File: src/rtl/qtcore_io_frontend_if.sv
// Core-facing signal bundle of the qtcore pin front-end.
// All signals are single-cycle levels sampled on the rising clk edge; there is no valid/ready pairing.
interface qtcore_io_frontend_if;
    logic scan_enable;
    logic scan_data;
    logic proc_en;
    logic btn_clean;
    logic core_scan_out;
    logic core_halt;

    modport master (
        output scan_enable,
        output scan_data,
        output proc_en,
        output btn_clean,
        input  core_scan_out,
        input  core_halt
    );

    modport slave (
        input  scan_enable,
        input  scan_data,
        input  proc_en,
        input  btn_clean,
        output core_scan_out,
        output core_halt
    );
endinterface

File: src/rtl/qtcore_io_frontend.sv
// Pin front-end for qtcore: input synchronisers, scan/run arbitration FSM,
// scan bit counter with wrap pulse, halt status, button debounce and MISO mux.
module qtcore_io_frontend #(
    parameter int CHAIN_LEN       = 120,
    parameter int SYNC_STAGES     = 2,
    parameter int DEBOUNCE_CYCLES = 4,
    localparam int CNT_W          = $clog2(CHAIN_LEN)
) (
    input  logic                      clk,
    input  logic                      rst,
    input  logic                      scan_csn,
    input  logic                      proc_csn,
    input  logic                      scan_din,
    input  logic                      btn_raw,
    qtcore_io_frontend_if.master      core,
    output logic                      miso,
    output logic                      halted,
    output logic [CNT_W-1:0]          scan_bit_count,
    output logic                      chain_wrap,
    output logic [1:0]                state_dbg
);
    localparam int DB_W = $clog2(DEBOUNCE_CYCLES + 1);

    typedef enum logic [1:0] {
        IDLE   = 2'd0,
        SCAN   = 2'd1,
        RUN    = 2'd2,
        HALTED = 2'd3
    } state_t;

    state_t state, state_next;

    logic [SYNC_STAGES-1:0] scan_csn_sync;
    logic [SYNC_STAGES-1:0] proc_csn_sync;
    logic [SYNC_STAGES-1:0] scan_din_sync;
    logic [SYNC_STAGES-1:0] btn_sync;
    logic                   s_scan;
    logic                   s_proc;
    logic                   s_din;
    logic                   s_btn;

    logic                   scan_data_q;
    logic                   btn_clean_q;
    logic [DB_W-1:0]        db_cnt;
    logic                   scan_enable_c;
    logic                   proc_en_c;
    logic                   halted_c;
    logic                   miso_c;

    // Chip-select chains idle high so a reset never looks like a select.
    always_ff @(posedge clk or negedge rst) begin
        if (!rst) begin
            scan_csn_sync <= '1;
            proc_csn_sync <= '1;
            scan_din_sync <= '0;
            btn_sync      <= '0;
        end else begin
            scan_csn_sync <= {scan_csn_sync[SYNC_STAGES-2:0], scan_csn};
            proc_csn_sync <= {proc_csn_sync[SYNC_STAGES-2:0], proc_csn};
            scan_din_sync <= {scan_din_sync[SYNC_STAGES-2:0], scan_din};
            btn_sync      <= {btn_sync[SYNC_STAGES-2:0], btn_raw};
        end
    end

    assign s_scan = ~scan_csn_sync[SYNC_STAGES-1];
    assign s_proc = ~proc_csn_sync[SYNC_STAGES-1];
    assign s_din  = scan_din_sync[SYNC_STAGES-1];
    assign s_btn  = btn_sync[SYNC_STAGES-1];

    always_ff @(posedge clk or negedge rst) begin
        if (!rst) begin
            state <= IDLE;
        end else begin
            state <= state_next;
        end
    end

    // Scan select always wins, including over an active or halted run.
    always_comb begin
        state_next    = state;
        scan_enable_c = 1'b0;
        proc_en_c     = 1'b0;
        halted_c      = 1'b0;
        miso_c        = 1'b0;
        case (state)
            IDLE: begin
                if (s_scan) begin
                    state_next = SCAN;
                end else if (s_proc) begin
                    state_next = RUN;
                end
            end
            SCAN: begin
                scan_enable_c = 1'b1;
                miso_c        = core.core_scan_out;
                if (!s_scan) begin
                    state_next = IDLE;
                end
            end
            RUN: begin
                proc_en_c = 1'b1;
                if (s_scan) begin
                    state_next = SCAN;
                end else if (!s_proc) begin
                    state_next = IDLE;
                end else if (core.core_halt) begin
                    state_next = HALTED;
                end
            end
            HALTED: begin
                halted_c = 1'b1;
                miso_c   = 1'b1;
                if (s_scan) begin
                    state_next = SCAN;
                end else if (!s_proc) begin
                    state_next = IDLE;
                end
            end
            default: begin
                state_next = IDLE;
            end
        endcase
    end

    always_ff @(posedge clk or negedge rst) begin
        if (!rst) begin
            scan_bit_count <= '0;
            chain_wrap     <= 1'b0;
        end else if (state != SCAN) begin
            scan_bit_count <= '0;
            chain_wrap     <= 1'b0;
        end else if (scan_bit_count == CNT_W'(CHAIN_LEN - 1)) begin
            scan_bit_count <= '0;
            chain_wrap     <= 1'b1;
        end else begin
            scan_bit_count <= scan_bit_count + CNT_W'(1);
            chain_wrap     <= 1'b0;
        end
    end

    always_ff @(posedge clk or negedge rst) begin
        if (!rst) begin
            scan_data_q <= 1'b0;
        end else begin
            scan_data_q <= s_din;
        end
    end

    // The counter only runs while the sampled button disagrees with the clean value.
    always_ff @(posedge clk or negedge rst) begin
        if (!rst) begin
            btn_clean_q <= 1'b0;
            db_cnt      <= '0;
        end else if (s_btn == btn_clean_q) begin
            db_cnt <= '0;
        end else if (db_cnt == DB_W'(DEBOUNCE_CYCLES - 1)) begin
            btn_clean_q <= s_btn;
            db_cnt      <= '0;
        end else begin
            db_cnt <= db_cnt + DB_W'(1);
        end
    end

    assign core.scan_enable = scan_enable_c;
    assign core.proc_en     = proc_en_c;
    assign core.scan_data   = scan_data_q;
    assign core.btn_clean   = btn_clean_q;
    assign halted           = halted_c;
    assign miso             = miso_c;
    assign state_dbg        = state;
endmodule

File: src/flat_wrapper.sv
// flat-port wrapper written by rule: the top's interface ports become plain ports
module qtcore_io_frontend_flat 
#(
    parameter int CHAIN_LEN       = 120,
    parameter int SYNC_STAGES     = 2,
    parameter int DEBOUNCE_CYCLES = 4,
    localparam int CNT_W          = $clog2(CHAIN_LEN)
)
  (clk, rst, scan_csn, proc_csn, scan_din, btn_raw, miso, halted, scan_bit_count, chain_wrap, state_dbg, core_scan_enable, core_scan_data, core_proc_en, core_btn_clean, core_core_scan_out, core_core_halt);
  qtcore_io_frontend_if core_i ();
  input  logic clk;
  input  logic rst;
  input  logic scan_csn;
  input  logic proc_csn;
  input  logic scan_din;
  input  logic btn_raw;
  output logic miso;
  output logic halted;
  output logic [CNT_W-1:0] scan_bit_count;
  output logic chain_wrap;
  output logic [1:0] state_dbg;
  output wire logic [$bits(core_i.scan_enable)-1:0] core_scan_enable;
  output wire logic [$bits(core_i.scan_data)-1:0] core_scan_data;
  output wire logic [$bits(core_i.proc_en)-1:0] core_proc_en;
  output wire logic [$bits(core_i.btn_clean)-1:0] core_btn_clean;
  input wire logic [$bits(core_i.core_scan_out)-1:0] core_core_scan_out;
  input wire logic [$bits(core_i.core_halt)-1:0] core_core_halt;
  assign core_scan_enable = core_i.scan_enable;
  assign core_scan_data = core_i.scan_data;
  assign core_proc_en = core_i.proc_en;
  assign core_btn_clean = core_i.btn_clean;
  assign core_i.core_scan_out = core_core_scan_out;
  assign core_i.core_halt = core_core_halt;
  qtcore_io_frontend #(.CHAIN_LEN(CHAIN_LEN), .SYNC_STAGES(SYNC_STAGES), .DEBOUNCE_CYCLES(DEBOUNCE_CYCLES)) u_core (.clk(clk), .rst(rst), .scan_csn(scan_csn), .proc_csn(proc_csn), .scan_din(scan_din), .btn_raw(btn_raw), .core(core_i), .miso(miso), .halted(halted), .scan_bit_count(scan_bit_count), .chain_wrap(chain_wrap), .state_dbg(state_dbg));
endmodule
File: config.mk
export PLATFORM = sky130hd
export DESIGN_NAME = qtcore_io_frontend_flat
export DESIGN_NICKNAME = d
export VERILOG_FILES = /design/src/rtl/qtcore_io_frontend_if.sv /design/src/rtl/qtcore_io_frontend.sv /design/src/flat_wrapper.sv
export SDC_FILE = /design/constraint.sdc
export NUM_CORES = 1
export LEC_CHECK = 0
export CORE_UTILIZATION = 40
export DETAILED_ROUTE_END_ITERATION = 12
export PLACE_DENSITY_LB_ADDON = 0.12
export SLEW_MARGIN = 20
export SYNTH_ARGS = -nofsm -noshare
export SYNTH_HDL_FRONTEND = slang
export SYNTH_SLANG_ARGS = --single-unit
File: constraint.sdc
create_clock -name clk -period 1.4 [get_ports clk]
set_clock_uncertainty 0.1 [all_clocks]
set_input_delay 0.42 -clock clk [delete_from_list [all_inputs] [get_ports clk]]
set_output_delay 0.42 -clock clk [all_outputs]
set_load 0.03 [all_outputs]
==> results of run 1 <==
## logic make-up after synthesis
logic type,after synthesis,share of synthesized area [%]
mux,1,1.35
buf+inv,1,0.448
compound gates,6,4.33
flops,23,69.4
xor+xnor,4,4.19
simple gates,25,17.3
fa+ha+maj,2,2.99
## area by class of cell
class	count	area share (%)
inverters	1	0.455
clock inverters	1	0.546
repair buffers	44	30.8
clock buffers	3	1.64
well taps	27	2.46
flip-flops and latches	23	42.7
multi-input cells	38	21.5
## worst max-delay path, delay by kind of cell (launching register included)
family / cells / cell delay (ps)
and+or+nand+nor: 1 / 160
DFF: 1 / 460
buffers and inverters: 2 / 180
## flip-flops by register name (all words and copies together) (netlist names), 2 cells and up
signal and count:
u_core.proc_csn_sync 2, u_core.scan_csn_sync 2, u_core.db_cnt 3, u_core.scan_din_sync 2, u_core.state_dbg 2, u_core.btn_sync 2, u_core.scan_bit_count 7
## metrics by stage
step                      utilization, %  setup TNS (ps)  std cells  hold slack (ps)
after detailed placement            58.0            -263        118              239
after floorplan                        -           -81.8         62             24.4
after global routing                70.1           -1880        137              263
after CTS                           67.0           -1330        134              266
after global placement              58.0            -258        118              234
final                               70.1           -1260        137              262
## per-layer routing
layer,up-vias,wire [um],GRT usage [%]
li1,308,-,-
met1,284,732,21.6
met2,17,750,25.1
met3,2,83,3.02
met4,0,14,8.33
met5,-,0,0
## final timing paths
path,to,cells after the start
worst max-delay path,core_scan_enable,3
worst min-delay path,u_core.proc_csn_sync[1]$_DFF_PN1_,0
worst max register to register,u_core.scan_bit_count[6]$_DFF_PN0_,5
worst min register to register,u_core.proc_csn_sync[1]$_DFF_PN1_,0
max in group asynchronous,u_core.scan_csn_sync[0]$_DFF_PN1_,2
min in group asynchronous,u_core.scan_bit_count[2]$_DFF_PN0_,2
## where the power goes
| part | internal, mW | leakage (nW) | switching, mW |
|---|---|---|---|
| clock | 0.109 | 0.0139 | 0.203 |
| sequential | 0.733 | 0.280 | 0.0357 |
| combinational | 0.218 | 0.333 | 0.191 |
| total | 1.06 | 0.627 | 0.430 |
## what timing repair did
| item | 4_1_cts | 5_1_grt |
|---|---|---|
| endpoints found under the setup margin | 14 | 21 |
| resized for setup | 16 | 10 |
| pin swaps | 1 | 6 |
| gates cloned | 0 | 0 |
| hold buffers | 0 | 0 |
| setup buffers | 12 | 4 |
## layout by cell type, fill, tap and decap left out, drive strengths merged
cell           netlist  layout
a21oi                2       2
and2                 2       2
buf                  0      37
clkbuf               0       3
clkdlybuf4s50        0       6
clkinvlp             0       1
dfrtp               19      19
dfstp                4       4
dlygate4sd2          0       1
ha                   2       2
inv                  1       1
mux2                 1       1
nand2                2       2
nand2b               3       3
nand3                3       3
nand4                1       1
nor2                 5       5
nor2b                2       2
nor3                 2       2
nor3b                3       3
o21a                 1       1
o21ai                3       3
or3                  1       1
or3b                 1       1
xnor2                2       2
xor2                 2       2
==> key figures, run 1 <==
Timing
  • Pins over their slew limit: 0
  • Final min period: 1620 ps
  • Measured slew at the worst slew-check pin: 290 ps
  • Setup-failing EPs final: 10
  • Final hold vios: 0
  • Setup ws final: -222 ps
  • RSZ-0062 raised after global routing: yes
  • Period utilisation layout: 116%
  • Slew HR: 80.5%
  • Fmax: 616 MHz

Die
  • Die area: 0.00228 mm2
  • Number of top-level pins: 24
  • Initial Utilization: 42.7%
  • Core area: 0.00196 mm2
  • Cell Rows: 16
  • Die X: 47.7 um
  • Die Ht: 47.7 um

Placement
  • HPWL after DPL: 964 um
  • Post-DP Area: 0.00114 mm2
  • PortBufs: 23
  • Pre-CTS WS: -263 ps
  • Placer Congestion: 0.633

Synthesis
  • Main flop type after synthesis: dfrtp_1
  • Count leader, synth: dfrtp_1
  • Commonest cells post-synth: 19 x dfrtp_1, 5 x nor2_1, 4 x dfstp_2
  • Syn_nets: 72
  • Post-synth EDFFs: 0
  • Synth unique cells: 22
  • Mapped Cells: 62
  • Synth Area per Inst: 13.5 um2
  • Sequential element share of the synthesized area: 69.4%
  • Cell taking the most area after synthesis: dfrtp_1
  • Synth warnings: 0
  • Synthesized cell area: 837 um2
  • FFs w/ async S/R, synth: 100%
  • Share of the synthesized area in the top cell type: 56.8%
  • Yosys reg bits: 23
  • Largest cells by area after synthesis: dfrtp_1 57%, dfstp_2 13%, ha_1 3.0%

Clock tree
  • Clock Path Buffers: 2
  • CTS tree: built
  • TritonCTS buffer count: 3
  • Reg clk slew, reported paths: 130 ps
  • Root buffer cell: clkbuf_4
  • H-Tree Depth: 1
  • TritonCTS Sinks: 23
  • Clock latency on the worst-skew pair: 310 ps

Power and ir drop
  • Leakage power: 0.627 nW
  • Pwr per Cell Area: 1080 mW/mm2
  • Worst vdd ir: 0.962 mV
  • Pwr Total: 1.49 mW

Min path
  • HP Start: u_core.proc_csn_sync[0]$_DFF_PN1_
  • Hold WC Path Type: flip-flop to flip-flop

Cells and area
  • Fillers: 148
  • Final layout net count: 121
  • Final instance area: 0.00138 mm2
  • Register area: 587 um2
  • N_diodes: 0
  • Proportion of layout cells with a drive suffix above 1: 54.5%
  • Area of the multi-input gates: 295 um2
  • Synthesis-to-finish area growth: 64.3%

Critical path
  • Crit path from: u_core.state_dbg[1]$_DFFE_PN0P_
  • Slowest cell on the critical path: dfrtp_2
  • Worst R2R Setup Slack: -30 ps
  • Crit end category: output port
  • Reg2reg start: u_core.scan_bit_count[0]$_DFF_PN0_
  • Largest stage delay, worst path: 460 ps
  • CP cell instances: nand2b_4 -> inv_4 -> buf_6
  • Critical Path Fanout Max: 6
  • Crit start category: flip-flop
  • Kind of critical path: flip-flop to output port
  • Worst EP arrival: 1100 ps
  • Worst EP required: 880 ps

Outcome
  • Failing checks: setup timing
  • Status: complete, but fails checks

GRT
  • First-pass GRT wire length: 2430 um
  • Largest net degree at the start of global routing: 24
  • Grt ovf: 0
  • Vias in the first global route: 564
  • Initial antenna violation count: 0
  • Total Routing Usage GR: 16.2%

Job
  • Max-cap violations: 0

Drt
  • Drt pass-1 iters: 4
  • DR vias: 611
  • WL final: 1580 um
  • DR WL/cell: 11.5 um
  • Vias per std cell: 4.46
  • DRC: 0
  • Initial DRC count: 6
  • DRT antenna net count: 0
Power figures use the tool's default switching activity.
==> run 2, diff against run 1 <==
Settings changed: CELL_PAD_IN_SITES_DETAIL_PLACEMENT set to 1, CELL_PAD_IN_SITES_GLOBAL_PLACEMENT set to 2, CORE_UTILIZATION 40 to 28, CTS_BUF_LIST set to sky130_fd_sc_hd__clkbuf_4.
==> key figures, run 2 (synthesized netlist as in run 1, its figures left out) <==
Outcome
  • Status: complete, but fails checks
  • Failing checks: DRC, setup timing

Die
  • Initial Utilization: 29.8% (-13 points)
  • Cell Rows: 19 (+3)
  • Number of top-level pins: 24 (unchanged)
  • Core area: 0.00281 mm2 (+43%)
  • Die area: 0.00321 mm2 (+41%)
  • Die Ht: 56.7 um (+19%)
  • Die X: 56.7 um (+19%)

Critical path
  • Kind of critical path: flip-flop to output port
  • Slowest cell on the critical path: dfrtp_2
  • Crit start category: flip-flop
  • Worst EP required: 880 ps (about the same)
  • Buf+Inv Stages, Crit Path: 2 (unchanged)
  • Worst EP arrival: 1110 ps (about the same)
  • Crit end category: output port
  • CP cell instances: nand2b_4 -> inv_4 -> buf_6
  • CP top delay family: flip-flops
  • Critical Path Fanout Max: 6 (unchanged)
  • Largest stage delay, worst path: 460 ps (about the same)

Power and ir drop
  • Pwr Total: 1.51 mW (+1.2%)
  • Leakage power: 0.636 nW (+1.5%)
  • Pwr per Cell Area: 1070 mW/mm2 (-1.7%)
  • Worst vdd ir: 0.524 mV (-46%)

Clock tree
  • Clock latency on the worst-skew pair: 310 ps (about the same)
  • Root buffer cell: clkbuf_4
  • TritonCTS buffer count: 3 (unchanged)
  • H-Tree Depth: 1 (unchanged)
  • Clock Path Buffers: 2 (unchanged)
  • TritonCTS Sinks: 23 (unchanged)
  • CTS tree: built
  • CTS hold repair buffers: 0 (unchanged)
  • Reg clk slew, reported paths: 130 ps (about the same)

Cells and area
  • Most common cell after layout, fill and taps aside: buf_6
  • Most flops, register: u_core.scan_bit_count
  • Max FFs per register: 7 (unchanged)
  • Fillers: 294 (+99%)
  • Final layout net count: 122 (+0.83%)
  • Proportion of layout cells with a drive suffix above 1: 56.8% (+2.2 points)
  • Final core utilization: 50.4% (-20 points)
  • Largest registers: u_core.scan_bit_count: 7 flops, u_core.db_cnt: 3 flops
  • Cell Count, Final, Fillers Out: 142 (+3.6%)
  • Most frequent cells in the layout: 23 x buf_6, 14 x buf_4, 13 x dfrtp_1
  • Synthesis-to-finish area growth: 69.1%
  • N_diodes: 0 (unchanged)

Drt
  • WL final: 1770 um (+12%)
  • DR WL/cell: 12.5 um (+8.3%)
  • DR vias: 641 (+4.9%)
  • DRT antenna net count: 0 (unchanged)
  • Max layer used: met4
  • Vias per std cell: 4.51 (+1.2%)
  • M1 WL: 828 um (+13%)
  • Routed wl met2: 790 um (+5.3%)
  • Drt pass-1 iters: 7 (+3)
  • Initial DRC count: 8 (+2)
  • Metal3 WL: 109 um (+31%)
  • DRC: 6 (+6)

Placement
  • PortBufs: 23 (unchanged)
  • HPWL after DPL: 1150 um (+20%)
  • Placer Congestion: 0.620 (-2.0%)
  • Placed cell count: 124 (+5.1%)

Timing
  • Pins over their slew limit: 0 (unchanged)
  • Fmax: 615 MHz (-0.30%)
  • Final hold vios: 0 (unchanged)
  • Fin Setup TNS: -1520 ps (-254 ps)
  • Final min period: 1630 ps (+4.89 ps)
  • Slew HR: 82.8% (+2.3 points)
  • Setup ws final: -227 ps (-4.89 ps)
  • RSZ-0062 raised after global routing: yes
  • Setup-failing EPs final: 10 (unchanged)
  • Period utilisation layout: 116% (+0.35 points)
  • Measured slew at the worst slew-check pin: 256 ps (-34.2 ps)

GRT
  • Initial antenna violation count: 0 (unchanged)
  • Largest net degree at the start of global routing: 24 (unchanged)
  • Vias in the first global route: 699 (+24%)
  • Total Routing Usage GR: 13.6% (-2.6 points)
  • Grt ovf: 0 (unchanged)
  • First-pass GRT wire length: 3220 um (+33%)

Min path
  • Hold WC Path Type: flip-flop to flip-flop

Job
  • Max-cap violations: 0 (unchanged)
==> run 2: cell type report <==
type	instances	area (um2)	area share [%]
clock buffers	3	22.5	1.59
multi-input cells	38	299	21.1
flip-flops and latches	23	588	41.6
inverters	1	6.26	0.442
well taps	31	38.8	2.74
repair buffers	45	453	32.0
clock inverters	1	7.51	0.531
==> run 2: final timing paths <==
| check | cells after the start | slack [ps] | endpoint | startpoint |
|---|---|---|---|---|
| worst min register to register | 0 | 260 | u_core.btn_sync[1]$_DFF_PN0_ | u_core.btn_sync[0]$_DFF_PN0_ |
| max in group asynchronous | 2 | 650 | u_core.scan_csn_sync[1]$_DFF_PN1_ | rst |
| min in group asynchronous | 2 | 330 | u_core.state_dbg[0]$_DFFE_PN0P_ | rst |
| worst min-delay path | 0 | 260 | u_core.btn_sync[1]$_DFF_PN0_ | u_core.btn_sync[0]$_DFF_PN0_ |
| worst max register to register | 6 | -90 | u_core.scan_bit_count[6]$_DFF_PN0_ | u_core.scan_bit_count[0]$_DFF_PN0_ |
| worst max-delay path | 3 | -230 | core_scan_enable | u_core.state_dbg[1]$_DFFE_PN0P_ |
==> run 2: what timing repair did <==
action,in CTS,in global routing
gates resized for setup,21,13
endpoints found under the hold margin,0,0
buffers inserted,12,3
pin swaps,1,6
endpoints found under the setup margin,15,22
cloned,0,0
==> run 2: routing by layer <==
layer | vias to the layer above | track usage, %
met2 | 22 | 20.4
met1 | 311 | 17.4
met4 | 0 | 8.57
met5 | - | 0
met3 | 5 | 3.23
li1 | 303 | -
==> run 2: power by group <==
group / switching (mW) / internal, mW
combinational: 0.188 / 0.231
clock: 0.208 / 0.109
sequential: 0.0384 / 0.733
==> run 2: through the flow <==
step / instance area [um2] / hold slack (ps) / worst slack, ps
final: 1420 / 265 / -227
after global routing: 1420 / 275 / -296
after CTS: 1350 / 267 / -245
after detailed placement: 1160 / 236 / -268
after global placement: 1160 / 232 / -258
after floorplan: 857 / 24.4 / -40.3
